$ cat config.mk
export PLATFORM = sky130hd
export DESIGN_NAME = uart_tx_fifo
export DESIGN_NICKNAME = d
export VERILOG_FILES = /design/src/rtl/uart_tx_fifo.sv
export SDC_FILE = /design/constraint.sdc
export NUM_CORES = 1
export LEC_CHECK = 0
export ABC_AREA = 1
export CAP_MARGIN = 10
export CORE_AREA = 2 2 140 142
export CTS_CLUSTER_SIZE = 40
export DETAILED_ROUTE_END_ITERATION = 7
export DIE_AREA = 0 0 142 144
export GPL_TIMING_DRIVEN = 1
export PLACE_DENSITY = 0.6
export SETUP_SLACK_MARGIN = 0.5
export SLEW_MARGIN = 15
export SYNTH_ARGS = -nofsm -noshare
export SYNTH_HDL_FRONTEND = slang
export SYNTH_SLANG_ARGS = --single-unit
$ cat constraint.sdc
create_clock -name clk -period 3.5 [get_ports clk]
set_clock_uncertainty 0.15 [all_clocks]
set_input_delay 0.525 -clock clk [delete_from_list [all_inputs] [get_ports clk]]
set_output_delay 0.525 -clock clk [all_outputs]
set_load 0.05 [all_outputs]
$ cat src/rtl/uart_tx_fifo.sv
// UART transmitter with a byte FIFO and a per-frame selectable format.
// The format and baud divisor are latched when a byte is popped, so frames already on the line are unaffected.
module uart_tx_fifo #(
    parameter int DEPTH = 8,
    parameter int CNT_W = 16
) (
    input  logic                     clk,
    input  logic                     reset_n,
    input  logic                     wr_en,
    input  logic [7:0]               wr_data,
    input  logic [CNT_W-1:0]         cfg_clk_per_bit,
    input  logic [1:0]               cfg_data_bits,
    input  logic [1:0]               cfg_parity,
    input  logic                     cfg_stop2,
    output logic                     tx,
    output logic                     tx_busy,
    output logic                     fifo_full,
    output logic                     fifo_empty,
    output logic [$clog2(DEPTH):0]   fifo_count,
    output logic                     overflow
);
    localparam int AW = $clog2(DEPTH);
    localparam int CW = AW + 1;

    typedef enum logic [2:0] {S_IDLE, S_START, S_DATA, S_PARITY, S_STOP} state_t;

    logic [7:0]       r_mem [DEPTH];
    logic [AW-1:0]    r_wr_ptr, r_rd_ptr;
    logic [CW-1:0]    r_count;
    logic             r_full, r_empty, r_ovf;

    state_t           r_state;
    logic [CNT_W-1:0] r_cnt, r_div;
    logic [2:0]       r_bit_idx, r_last_idx;
    logic [7:0]       r_byte;
    logic             r_par_en, r_par_odd, r_stop2, r_stop_idx;
    logic             r_tx, r_busy;

    logic             w_push, w_pop, w_bit_end, w_tx_nxt;
    logic [CW-1:0]    w_count_nxt;
    logic [7:0]       w_mask;
    logic [CNT_W-1:0] w_div;

    assign w_push      = wr_en && !r_full;
    assign w_bit_end   = (r_cnt == r_div - CNT_W'(1));
    assign w_pop       = !r_empty && ((r_state == S_IDLE) ||
                         (r_state == S_STOP && w_bit_end && (!r_stop2 || r_stop_idx)));
    assign w_count_nxt = r_count + CW'(w_push) - CW'(w_pop);
    assign w_div       = (cfg_clk_per_bit == '0) ? CNT_W'(1) : cfg_clk_per_bit;

    always_comb begin
        w_mask = 8'hFF;
        case (cfg_data_bits)
            2'b00:   w_mask = 8'h1F;
            2'b01:   w_mask = 8'h3F;
            2'b10:   w_mask = 8'h7F;
            default: w_mask = 8'hFF;
        endcase
    end

    always_ff @(posedge clk) begin
        if (w_push) r_mem[r_wr_ptr] <= wr_data;
    end

    always_ff @(posedge clk or negedge reset_n) begin
        if (!reset_n) begin
            r_wr_ptr <= '0;
            r_rd_ptr <= '0;
            r_count  <= '0;
            r_full   <= 1'b0;
            r_empty  <= 1'b1;
            r_ovf    <= 1'b0;
        end else begin
            if (w_push) r_wr_ptr <= r_wr_ptr + AW'(1);
            if (w_pop)  r_rd_ptr <= r_rd_ptr + AW'(1);
            r_count <= w_count_nxt;
            r_full  <= (w_count_nxt == CW'(DEPTH));
            r_empty <= (w_count_nxt == '0);
            r_ovf   <= wr_en && r_full;
        end
    end

    always_ff @(posedge clk or negedge reset_n) begin
        if (!reset_n) begin
            r_state    <= S_IDLE;
            r_cnt      <= '0;
            r_div      <= CNT_W'(1);
            r_bit_idx  <= '0;
            r_last_idx <= '0;
            r_byte     <= '0;
            r_par_en   <= 1'b0;
            r_par_odd  <= 1'b0;
            r_stop2    <= 1'b0;
            r_stop_idx <= 1'b0;
        end else begin
            if (r_state != S_IDLE) r_cnt <= w_bit_end ? '0 : r_cnt + CNT_W'(1);
            case (r_state)
                S_START: if (w_bit_end) begin
                    r_bit_idx <= '0;
                    r_state   <= S_DATA;
                end
                S_DATA: if (w_bit_end) begin
                    if (r_bit_idx == r_last_idx) r_state <= r_par_en ? S_PARITY : S_STOP;
                    else                         r_bit_idx <= r_bit_idx + 3'd1;
                end
                S_PARITY: if (w_bit_end) r_state <= S_STOP;
                S_STOP: if (w_bit_end) begin
                    if (r_stop2 && !r_stop_idx) r_stop_idx <= 1'b1;
                    else                        r_state    <= S_IDLE;
                end
                default: ;
            endcase
            // A pop from IDLE or from the final stop bit starts the next frame with zero gap.
            if (w_pop) begin
                r_state    <= S_START;
                r_cnt      <= '0;
                r_div      <= w_div;
                r_byte     <= r_mem[r_rd_ptr] & w_mask;
                r_last_idx <= 3'd4 + {1'b0, cfg_data_bits};
                r_par_en   <= (cfg_parity == 2'b01) || (cfg_parity == 2'b10);
                r_par_odd  <= (cfg_parity == 2'b10);
                r_stop2    <= cfg_stop2;
                r_stop_idx <= 1'b0;
            end
        end
    end

    always_comb begin
        w_tx_nxt = 1'b1;
        case (r_state)
            S_START:  w_tx_nxt = 1'b0;
            S_DATA:   w_tx_nxt = r_byte[r_bit_idx];
            S_PARITY: w_tx_nxt = (^r_byte) ^ r_par_odd;
            default:  w_tx_nxt = 1'b1;
        endcase
    end

    always_ff @(posedge clk or negedge reset_n) begin
        if (!reset_n) begin
            r_tx   <= 1'b1;
            r_busy <= 1'b0;
        end else begin
            r_tx   <= w_tx_nxt;
            r_busy <= (r_state != S_IDLE);
        end
    end

    assign tx         = r_tx;
    assign tx_busy    = r_busy;
    assign fifo_full  = r_full;
    assign fifo_empty = r_empty;
    assign fifo_count = r_count;
    assign overflow   = r_ovf;
endmodule

==> flow_metrics.tcl <==
set metrics [dict create \
    status "finished clean" \
    syn_nets 755 \
    cts_buffers 17 \
    ir_worst_vdd_mv 0.340 \
    synth_area_um2 6520 \
    max_stage_delay_ps 550 \
    startpoint_type "register" \
    setup_tns_ps 0 \
    drv_cap 0 \
    clock_path_buffers 2 \
    tightest_slew_ps 897 \
    grt_pass1_vias 4785 \
    drv_slew 0 \
    wl_per_cell_um 14.1 \
    grt_max_degree 69 \
    synth_cells 712 \
    final_common_cell "nand2_1" \
    cp_data_required_time_ps 3710 \
    rr_endpoint "fifo_empty" \
    syn_avg_cell_area_um2 9.15 \
    die_x_um 142 \
    port_buffers 40 \
    cp.arrival_ps 3530 \
    cts.clk_slew.worst_paths_ps 60 \
    power_leakage_nw 3.32 \
    ant_nets 0 \
    row_count 51 \
    placedCellCount 976 \
    grt_usage 0.152 \
    cp_max_fo 4 \
    cts.sinks 132 \
    cellPowerDensity_nw_per_um2 597 \
    vias_per_cell 4.72 \
    synth-seq-cells 132 \
    n_antenna_cell 0 \
    yosysSeqAreaShare 0.557 \
    fillCellCount 1862 \
    cts_tree "yes" \
    root_buffer "clkbuf_16" \
    via_count 4771 \
    worst_slew_margin_rel 0.402 \
    first_iter_violations 335 \
    cp_num_cells 20 \
    hold_path_class "primary input to asynchronous set/reset pin" \
    r2r_start "r_div[0]" \
    dr.pass1.iters 4 \
    max_freq_mhz 301 \
    fin_crit_ps 3320 \
    period_share 0.949 \
    path_class "register to register" \
    die_h_um 144 \
    antenna_found_initial 0 \
    crit_family "simple AND/OR/NAND/NOR gates" \
    rsz0062_at_grt "yes" \
    synth.distinct_cells 39 \
    dieArea_um2 20400 \
    place_congestion 0.802 \
    core_um2 19100 \
    io_pins 41 \
    dpl.hpwl_mm 9.39 \
    path_buf_inv 5 \
    startpoint "r_div[0]" \
    ff2ff_setup_slack_ps 180 \
    reg2reg_depth 20 \
    cp-endpoint "fifo_empty" \
    slowest_stage "dfstp_2" \
    grt_pass1_wl_mm 24.1 \
    clk_latency_ps 420 \
    setup_viol 0 \
    crit_chain "inv_4 -> ha_4 -> xnor2_2 -> nor2_1 -> nand2_1 -> nor2_1 -> nand3_1 -> nor2_4 -> nand3_2 -> nand2_4 -> nand2_4 -> inv_2 -> ha_4 -> inv_2 -> ha_4 -> inv_2 -> fa_1 -> inv_1 -> or3_4 -> nor2_1" \
    final_nets 802 \
    final_cells 1010 \
    cts_max_level 4 \
    worstSetupEndpointType "register" \
    drc 0 \
    hold_viol 0 \
    drive_above_1_share 0.106 \
    final_cell_mix "nand2_1, nor2_1, edfxtp_1" \
    gr-total-overflow 0 \
    area_growth_pct 20.8 \
    drt_wl_total_mm 14.3 \
    cts_hold_buf 0 \
    synth_warnings 0 \
    initial_core_util 0.342 \
]
worst min-delay path by stage:
| stage | from | end | slack (ps) | depth (start not counted) |
|---|---|---|---|---|
| global placement | r_last_idx[2] | r_last_idx[2] | 320 | 2 |
| finish | reset_n | r_div[9] | 70 | 1 |
| detailed placement | r_last_idx[2] | r_last_idx[2] | 330 | 2 |
| CTS | reset_n | r_div[12] | 120 | 1 |
| floorplan | reset_n | fifo_count[0] | 80 | 0 |
| global route | reset_n | r_div[9] | 160 | 1 |
worst register-to-register path, cell delays in order, from the launching register on:
cell     delay [ps]
dfstp_2         550
inv_4            50
ha_4            240
xnor2_2         120
nor2_1           90
nand2_1          60
nor2_1           80
nand3_1         120
nor2_4          150
nand3_2          90
nand2_4          80
nand2_4          50
inv_2            50
ha_4            190
inv_2            60
ha_4            120
inv_2            30
fa_1            460
inv_1            50
or3_4           360
nor2_1          100
per-stage QoR:
step           setup slack (ps)  instance area [um2]  utilization  hold slack, ps  total power, mW
3_5_place_dp               97.1                 7210        0.378             330             2.87
4_1_cts                     179                 7830        0.410             123             4.68
2_1_floorplan              26.5                 6560            -            79.4             2.57
6_report                    179                 7880        0.413            73.6             4.70
3_3_place_gp                135                 7210        0.378             322             2.86
5_1_grt                   -26.4                 7880        0.413             159             4.95
registers in the layout, indices dropped and copies added, names as in the netlist, 3 cells and up:
| signal | cells |
|---|---|
| r_byte | 8 |
| r_div | 16 |
| r_state | 3 |
| r_last_idx | 3 |
| r_rd_ptr | 3 |
| r_mem | 64 |
| r_wr_ptr | 3 |
| fifo_count | 4 |
| r_bit_idx | 3 |
| r_cnt | 16 |
synth_stat cells, drive strengths merged:
| master | count | area share |
|---|---|---|
| edfxtp | 64 | 0.29 |
| dfrtp | 65 | 0.25 |
| clkinv | 1 | 0.00058 |
| o21ai | 41 | 0.031 |
| or3 | 1 | 0.00096 |
| nor3 | 7 | 0.0054 |
| xor2 | 21 | 0.028 |
| o32ai | 1 | 0.0013 |
| nand3b | 7 | 0.0081 |
| xnor2 | 23 | 0.031 |
| nand3 | 51 | 0.040 |
| or2 | 2 | 0.0019 |
| a21oi | 22 | 0.017 |
| clkbuf | 17 | 0.0098 |
| o221ai | 5 | 0.0067 |
| o211ai | 1 | 0.0012 |
| inv | 63 | 0.036 |
| nand2 | 189 | 0.11 |
| o22ai | 7 | 0.0067 |
| mux2i | 1 | 0.0015 |
| a22oi | 1 | 0.0012 |
| o31ai | 1 | 0.0012 |
| fa | 1 | 0.0031 |
| ha | 10 | 0.019 |
| nor2 | 84 | 0.051 |
| buf | 9 | 0.011 |
| nand4 | 4 | 0.0038 |
| a32o | 5 | 0.0077 |
| nor4 | 4 | 0.0038 |
| dfstp | 3 | 0.012 |
| a41o | 1 | 0.0015 |
area by class of cell:
class,count,area (um2),area share
inverter,64,243,0.0308
timing repair buffer,54,503,0.0639
clock inverter,12,156,0.0199
tap,238,298,0.0378
sequential,132,3630,0.461
multi-input combinational,490,2610,0.331
clock buffer,20,437,0.0554
logic make-up (layout without fill, tap and decap cells):
| kind of cell | count (synthesis) | after routing | synth area share |
|---|---|---|---|
| AND/OR/NAND/NOR | 349 | 349 | 0.227 |
| flip-flops | 132 | 132 | 0.557 |
| buffers and inverters | 90 | 150 | 0.0578 |
| AO/OA/AOI/OAI | 85 | 85 | 0.0758 |
| XOR/XNOR | 44 | 44 | 0.0591 |
| adder cells (fa/ha/maj) | 11 | 11 | 0.0223 |
| multiplexers | 1 | 1 | 0.00154 |
report_power, final:
group | switching [mW] | internal [mW]
logic | 0.556 | 0.370
registers | 0.142 | 1.84
clock network | 0.674 | 1.12
metal layers:
layer	GRT usage	vias up	wire [um]
li1	-	2450	-
met1	0.197	2226	6900
met2	0.251	75	6740
met3	0.0338	20	435
met4	0.0542	0	199
met5	0	-	0
what timing repair did:
action | CTS | global route
pin swaps | 12 | 12
endpoints found under the setup margin | 3 | 5
resized for setup | 8 | 12
buffers inserted | 1 | 1
cloned | 0 | 0
Note: power is estimated with default switching activity, not from simulation.
